$ cat src/rtl/hazard_unit.sv
// Pipeline hazard unit: operand forwarding, load-use/branch stalls and multiply-busy FSM.
// Optional multiply watchdog enabled by defining MULT_TIMEOUT_EN (adds MultTimeout port).
module hazard_unit (
  input  logic       clk,
  input  logic       rst,
  input  logic [4:0] RsD,
  input  logic [4:0] RtD,
  input  logic [4:0] RsE,
  input  logic [4:0] RtE,
  input  logic [4:0] WriteRegE,
  input  logic [4:0] WriteRegM,
  input  logic [4:0] WriteRegW,
  input  logic       RegWriteE,
  input  logic       RegWriteM,
  input  logic       RegWriteW,
  input  logic       MemToRegE,
  input  logic       MemToRegM,
  input  logic       BranchD,
  input  logic       MultStartE,
  input  logic       MultComplete,
  input  logic       HiLoReadD,
  output logic [1:0] forwardAE,
  output logic [1:0] forwardBE,
  output logic       forwardAD,
  output logic       forwardBD,
  output logic       StallF,
  output logic       StallD,
  output logic       StallE,
  output logic       FlushE,
  output logic       FlushM,
  output logic       MultBusy
`ifdef MULT_TIMEOUT_EN
  ,
  output logic       MultTimeout
`endif
);

  typedef enum logic [1:0] {IDLE, BUSY, DONE} state_t;

  state_t state;
  logic   lwstall;
  logic   brstall;
  logic   mult_term;
  logic   multstall;

`ifdef MULT_TIMEOUT_EN
  logic [5:0] cnt;
`endif

  always_ff @(posedge clk or posedge rst) begin
    if (rst) begin
      state    <= IDLE;
      MultBusy <= 1'b0;
`ifdef MULT_TIMEOUT_EN
      cnt         <= '0;
      MultTimeout <= 1'b0;
`endif
    end else begin
      case (state)
        IDLE: begin
          if (MultStartE) begin
            if (MultComplete) begin
              state <= DONE;
            end else begin
              state    <= BUSY;
              MultBusy <= 1'b1;
`ifdef MULT_TIMEOUT_EN
              cnt <= '0;
`endif
            end
          end
        end
        BUSY: begin
          if (MultComplete) begin
            state    <= DONE;
            MultBusy <= 1'b0;
`ifdef MULT_TIMEOUT_EN
          // completion wins over a watchdog expiry in the same cycle
          end else if (cnt == 6'd47) begin
            state       <= IDLE;
            MultBusy    <= 1'b0;
            MultTimeout <= 1'b1;
          end else begin
            cnt <= cnt + 6'd1;
`endif
          end
        end
        DONE: begin
          state    <= IDLE;
          MultBusy <= 1'b0;
        end
        default: begin
          state    <= IDLE;
          MultBusy <= 1'b0;
        end
      endcase
    end
  end

  always_comb begin
    forwardAE = 2'b00;
    if (RsE != 5'd0 && RegWriteM && RsE == WriteRegM)      forwardAE = 2'b10;
    else if (RsE != 5'd0 && RegWriteW && RsE == WriteRegW) forwardAE = 2'b01;

    forwardBE = 2'b00;
    if (RtE != 5'd0 && RegWriteM && RtE == WriteRegM)      forwardBE = 2'b10;
    else if (RtE != 5'd0 && RegWriteW && RtE == WriteRegW) forwardBE = 2'b01;
  end

  assign forwardAD = (RsD != 5'd0) && RegWriteM && (RsD == WriteRegM);
  assign forwardBD = (RtD != 5'd0) && RegWriteM && (RtD == WriteRegM);

  assign lwstall = MemToRegE && ((RsD == WriteRegE) || (RtD == WriteRegE));
  assign brstall = BranchD &&
                   ((RegWriteE && ((WriteRegE == RsD) || (WriteRegE == RtD))) ||
                    (MemToRegM && ((WriteRegM == RsD) || (WriteRegM == RtD))));

  // E is held only by the multiplier itself; a HI/LO reader only freezes F/D
  assign mult_term = (state == BUSY) || (state == IDLE && MultStartE && !MultComplete);
  assign multstall = mult_term || (HiLoReadD && state != IDLE);

  assign StallF = lwstall || brstall || multstall;
  assign StallD = StallF;
  assign StallE = mult_term;
  assign FlushE = (lwstall || brstall) && !StallE;
  assign FlushM = StallE;

endmodule

$ cat config.mk
export PLATFORM = sky130hd
export DESIGN_NAME = hazard_unit
export DESIGN_NICKNAME = d
export VERILOG_FILES = /design/src/rtl/hazard_unit.sv
export SDC_FILE = /design/constraint.sdc
export NUM_CORES = 1
export LEC_CHECK = 0
export BUFFER_PORTS_ARGS = -buffer_cell sky130_fd_sc_hd__buf_2
export CORE_MARGIN = 5
export CORE_UTILIZATION = 36
export DETAILED_ROUTE_END_ITERATION = 10
export PLACE_DENSITY = 0.77
export SLEW_MARGIN = 20
export SYNTH_ARGS = -nofsm -noshare
export SYNTH_HDL_FRONTEND = slang
export SYNTH_SLANG_ARGS = --single-unit
$ cat constraint.sdc
create_clock -name clk -period 1.1 [get_ports clk]
set_input_delay 0.11 -clock clk [delete_from_list [all_inputs] [get_ports clk]]
set_output_delay 0.11 -clock clk [all_outputs]
set_load 0.03 [all_outputs]
* Word level (Yosys, flattened, before mapping) *
Index checks and enable logic that the tools add are counted.

cells by class
  magnitude comparators = 0
  multiplexer cells = 12
  reduce and logical (&&, ||, !) cells = 38
  bitwise gates (word level) = 0
  $add $sub $neg = 0
  multipliers = 0
  shift operators = 0
  eq/ne operators = 16
  div/mod/pow operators = 0

operator list
  kind                                                                   count
  5-bit equality test                                                    12
  1-bit logical AND                                                      20
  5-bit nonzero test                                                     4
  2-bit 2-to-1 mux                                                       5
  1-bit logical OR                                                       8
  2-bit != test, second input constant                                   3
  1-bit 2-to-1 mux                                                       5
  2-bit case mux with 2 select lines                                     1
  3-bit AND reduction                                                    1
  2-bit by 1-bit equality test with 1-bit output, second input constant  1
  1-bit zero test                                                        2
  2-bit zero test                                                        1
  1-bit case mux with 2 select lines                                     1
  2-bit AND reduction                                                    1
  2-bit nonzero test                                                     1

storage, ports and cells
  memories kept = 0
  bits in latches = 0
  output and inout port bits = 12
  word-level logic and storage cells = 68
  bits in registers = 3
  ROM bits = 0
  input bits = 46
  RAM bits = 0

* Longest topological paths before layout *
  depth after elaboration = 7
  mapped depth = 5
  depth with buffers taken out = 4

* Worst setup path before layout *
OpenSTA, ideal clock, no wires.

  path type = input-to-output
  start = input WriteRegM[4]
  end = output forwardAD
  stages = 4
  required time = 0.990 ns
  data arrival time = 1.649 ns
  path buffers = 0
  path slack = -0.659 ns
  cells stage by stage = xor2_1 > a221oi_1 > nand2_1 > nor4b_1

between the ends
  cells in the longest elaborated chain, start to end = 2

RTL lines
  element              RTL line  RTL
  start, declared      11        input logic [4:0] WriteRegM,
  5-bit equality test  110       assign forwardAD = (RsD != 5'd0) && RegWriteM && (RsD == WriteRegM);
  1-bit logical AND    110
  end, declared        24        output logic forwardAD,

No other way between the ends.

* Worst setup path in the final report *
  start = input RsE[3]
  end = output forwardAE[0]

between the ends
  cells in the longest elaborated chain, start to end = 5
  elaborated cells on any way between the ends = 9
  those cells by class = 2 x eq/ne; 2 x mux; 5 x reduce/logical

RTL lines
  element                         RTL line  RTL
  start, declared                 8         input logic [4:0] RsE,
  5-bit nonzero test              102, 103
  1-bit logical AND (2 in a row)  103       else if (RsE != 5'd0 && RegWriteW && RsE == WriteRegW) forwardAE = 2'b01;
  1-bit 2-to-1 mux                103
  2-bit 2-to-1 mux (*)            102       if (RsE != 5'd0 && RegWriteM && RsE == WriteRegM) forwardAE = 2'b10;
  end, declared                   22        output logic [1:0] forwardAE,

Mark *: on every way between the ends. The rest lies on a longest branch, timed or not.

==> results.ini <==
[status]
status=finished, violations left
failed_checks=negative setup slack

[die]
core_area_um2=2000
initial_utilization_pct=38.5
io-pin-count=58
die_x_um=56.3
die_h_um=56.3
die-area_um2=3170
rows=16

[synth]
synth_top_flop_cell=dfrtp_1
ys_ff_latch=3
synth-async-reset-ratio_pct=100
syn-mean-instance-area_um2=7.79
netlist_area_um2=771
synth.largest_area_cell=xnor2_1
ys_warn_count=0
synth_edf_count=0
ys_seq_area_share_pct=9.74
syn_nets=145
syn-instance-count=99
synth.area.top_cells=xnor2_1 20%, xor2_1 20%, dfrtp_1 9.7%, nor4_2 6.5%, nand4_1 4.9%
synth.distinct_cells=26
yosysTopAreaCellShare_pct=20.5

[sta]
hold_ws_ps=88.1
rsz0062_at_grt=yes
final.setup.tns_ps=-2240
slew_headroom_pct=80.0
final_hold_viol_count=0
worst_pin_slew_ps=297
drv_slew=0
fin_crit_sh_pct=134
finalSetupViolations=11
fin_crit_ps=1470
fmax_mhz=679
skew_ps=6.92
fin_ws_ps=-372

[finish]
syn2layout_area_growth_pct=110
fin_nets=233
layout-drive-gt1-share_pct=61.3
antenna_cells=0
nFillCells=134

[clocking]
insertion_delay_ps=230
htree_num_levels=1
clockRootBuffer=clkbuf_4
cts_tree=done
cts_buffers=3
clock_path_buffers=2
clock_sinks=3
clkTransAtPathRegs_ps=30

[grt]
grt_max_degree=6
grt_first_pass_wirelength_um=4990
antenna_found_initial=0
grt_use_total_pct=19.4
grt_pass1_vias=1148
grt_overflow=0

[setup_path]
reg2reg_to=state[0]
reg2reg_from=state[1]
rrSetupSlack_ps=150
path_class=primary input to output pin
cp-end-kind=output pin
cp_slowest_cell=or4_4
reg2reg_depth=3
critPathLaunchType=primary input
worstPathRequired_ps=990
crit_chain=buf_6 -> or4_4 -> nor2_4 -> nor4_4 -> nor4_4 -> buf_6
cp.arrival_ps=1360
worstPathMaxFanout=2
cp_slowest_stage_delay_ps=540

[job]
cap_violations=0

[drt]
drcViolationCount=0
vias=1069
postRouteAntennaNets=0
drt_pre_antenna_iters=4
wl_per_cell_um=14.7
first_iter_violations=18
wirelength_um=3120
viasPerCell=5.02

[worst_hold_path]
hold_depth=2
min_from=MultComplete
hp-class=primary input to flop
hold_end=state[0]

[place]
place.gp.congestion=0.901
portBuffers=57
dp_hpwl_um=2510

[power_and_ir_drop]
leakagePower_nw=0.739
vdd_ir_drop_max_mv=0.443
powerDensity_nw_per_um2=610

registers in the layout (all words and copies together) (netlist names):
signal	count
state	2
MultBusy	1
synth_stat cells (all sizes together) (2+ instances only):
master,instances
xnor2,18
xor2,18
nor2,10
inv,6
nand4,6
nor4,6
a21oi,5
nand2,5
nand2b,4
or4,4
dfrtp,3
buf,2
nor2b,2
routing by layer:
layer	part of all wire [%]	wire (um)	global-route usage, %
met1	37	1150	21.1
met2	53	1670	36.4
met3	9.8	305	6.19
met4	0.064	2	3.73
met5	0	0	0
how the worst max path moves through the flow:
stage | startpoint | to | slack (ps) | cells after the start
3_5_place_dp | RsE[3] | forwardAE[0] | -420 | 6
6_report | RsE[3] | forwardAE[0] | -370 | 6
4_1_cts | RsE[3] | forwardAE[0] | -380 | 6
5_1_grt | RsE[3] | forwardAE[0] | -440 | 6
3_3_place_gp | RsE[3] | forwardAE[0] | -370 | 6
2_1_floorplan | RsE[3] | forwardAE[0] | -350 | 4
cells by family after synthesis:
| logic type | count (synthesis) | share of synthesized area, % |
|---|---|---|
| AO/OA/AOI/OAI | 10 | 8.28 |
| XOR/XNOR | 36 | 40.9 |
| buffers and inverters | 8 | 4.87 |
| flip-flops | 3 | 9.74 |
| AND/OR/NAND/NOR | 42 | 36.2 |
power breakdown:
group	internal (mW)	switching (mW)	leakage (nW)	total [mW]
logic	0.337	0.324	0.687	0.662
registers	0.123	0.00999	0.0373	0.133
clock network	0.136	0.0556	0.0150	0.191
total	0.596	0.390	0.739	0.986
stage by stage:
| step | worst slack [ps] | std cells | power, mW | area, um^2 | util [%] |
|---|---|---|---|---|---|
| 5_1_grt | -435 | 213 | 1.04 | 1620 | 80.7 |
| 6_report | -372 | 213 | 0.986 | 1620 | 80.7 |
| 3_5_place_dp | -424 | 203 | 0.661 | 1290 | 64.6 |
| 2_1_floorplan | -345 | 99 | 0.417 | 827 | - |
| 3_3_place_gp | -371 | 203 | 0.639 | 1290 | 64.6 |
| 4_1_cts | -376 | 212 | 0.948 | 1520 | 75.8 |
layout by cell type, fill, tap and decap left out, drive strengths merged, types with 2 or more instances in the layout:
cell / n
nor2b: 2
dfrtp: 3
or4: 4
nor4: 6
xnor2: 18
clkbuf: 4
nand2b: 4
nand2: 5
xor2: 18
buf: 84
inv: 6
nand4: 6
a21oi: 5
nor2: 10
area by class of cell:
| type | count | area, um^2 | share of cell area [%] |
|---|---|---|---|
| Sequential cell | 3 | 76.3 | 4.73 |
| Inverter | 6 | 22.5 | 1.39 |
| Tap cell | 27 | 33.8 | 2.09 |
| Clock buffer | 4 | 26.3 | 1.63 |
| Multi-Input combinational cell | 88 | 802 | 49.7 |
| Timing Repair Buffer | 85 | 654 | 40.5 |
timing repair:
item                       CTS  global route
setup endpoints to repair   11            11
cloned                       0             0
gates resized for setup     40            20
hold endpoints to repair     3             0
hold buffers                 1             0
buffers inserted             5             1
pin swaps                   14            15
critical path, delay by kind of cell:
kind	cells	cell delay, ps
buffers and inverters	2	260
and+or+nand+nor	4	990
No activity file was read; power rests on OpenSTA's default activity.
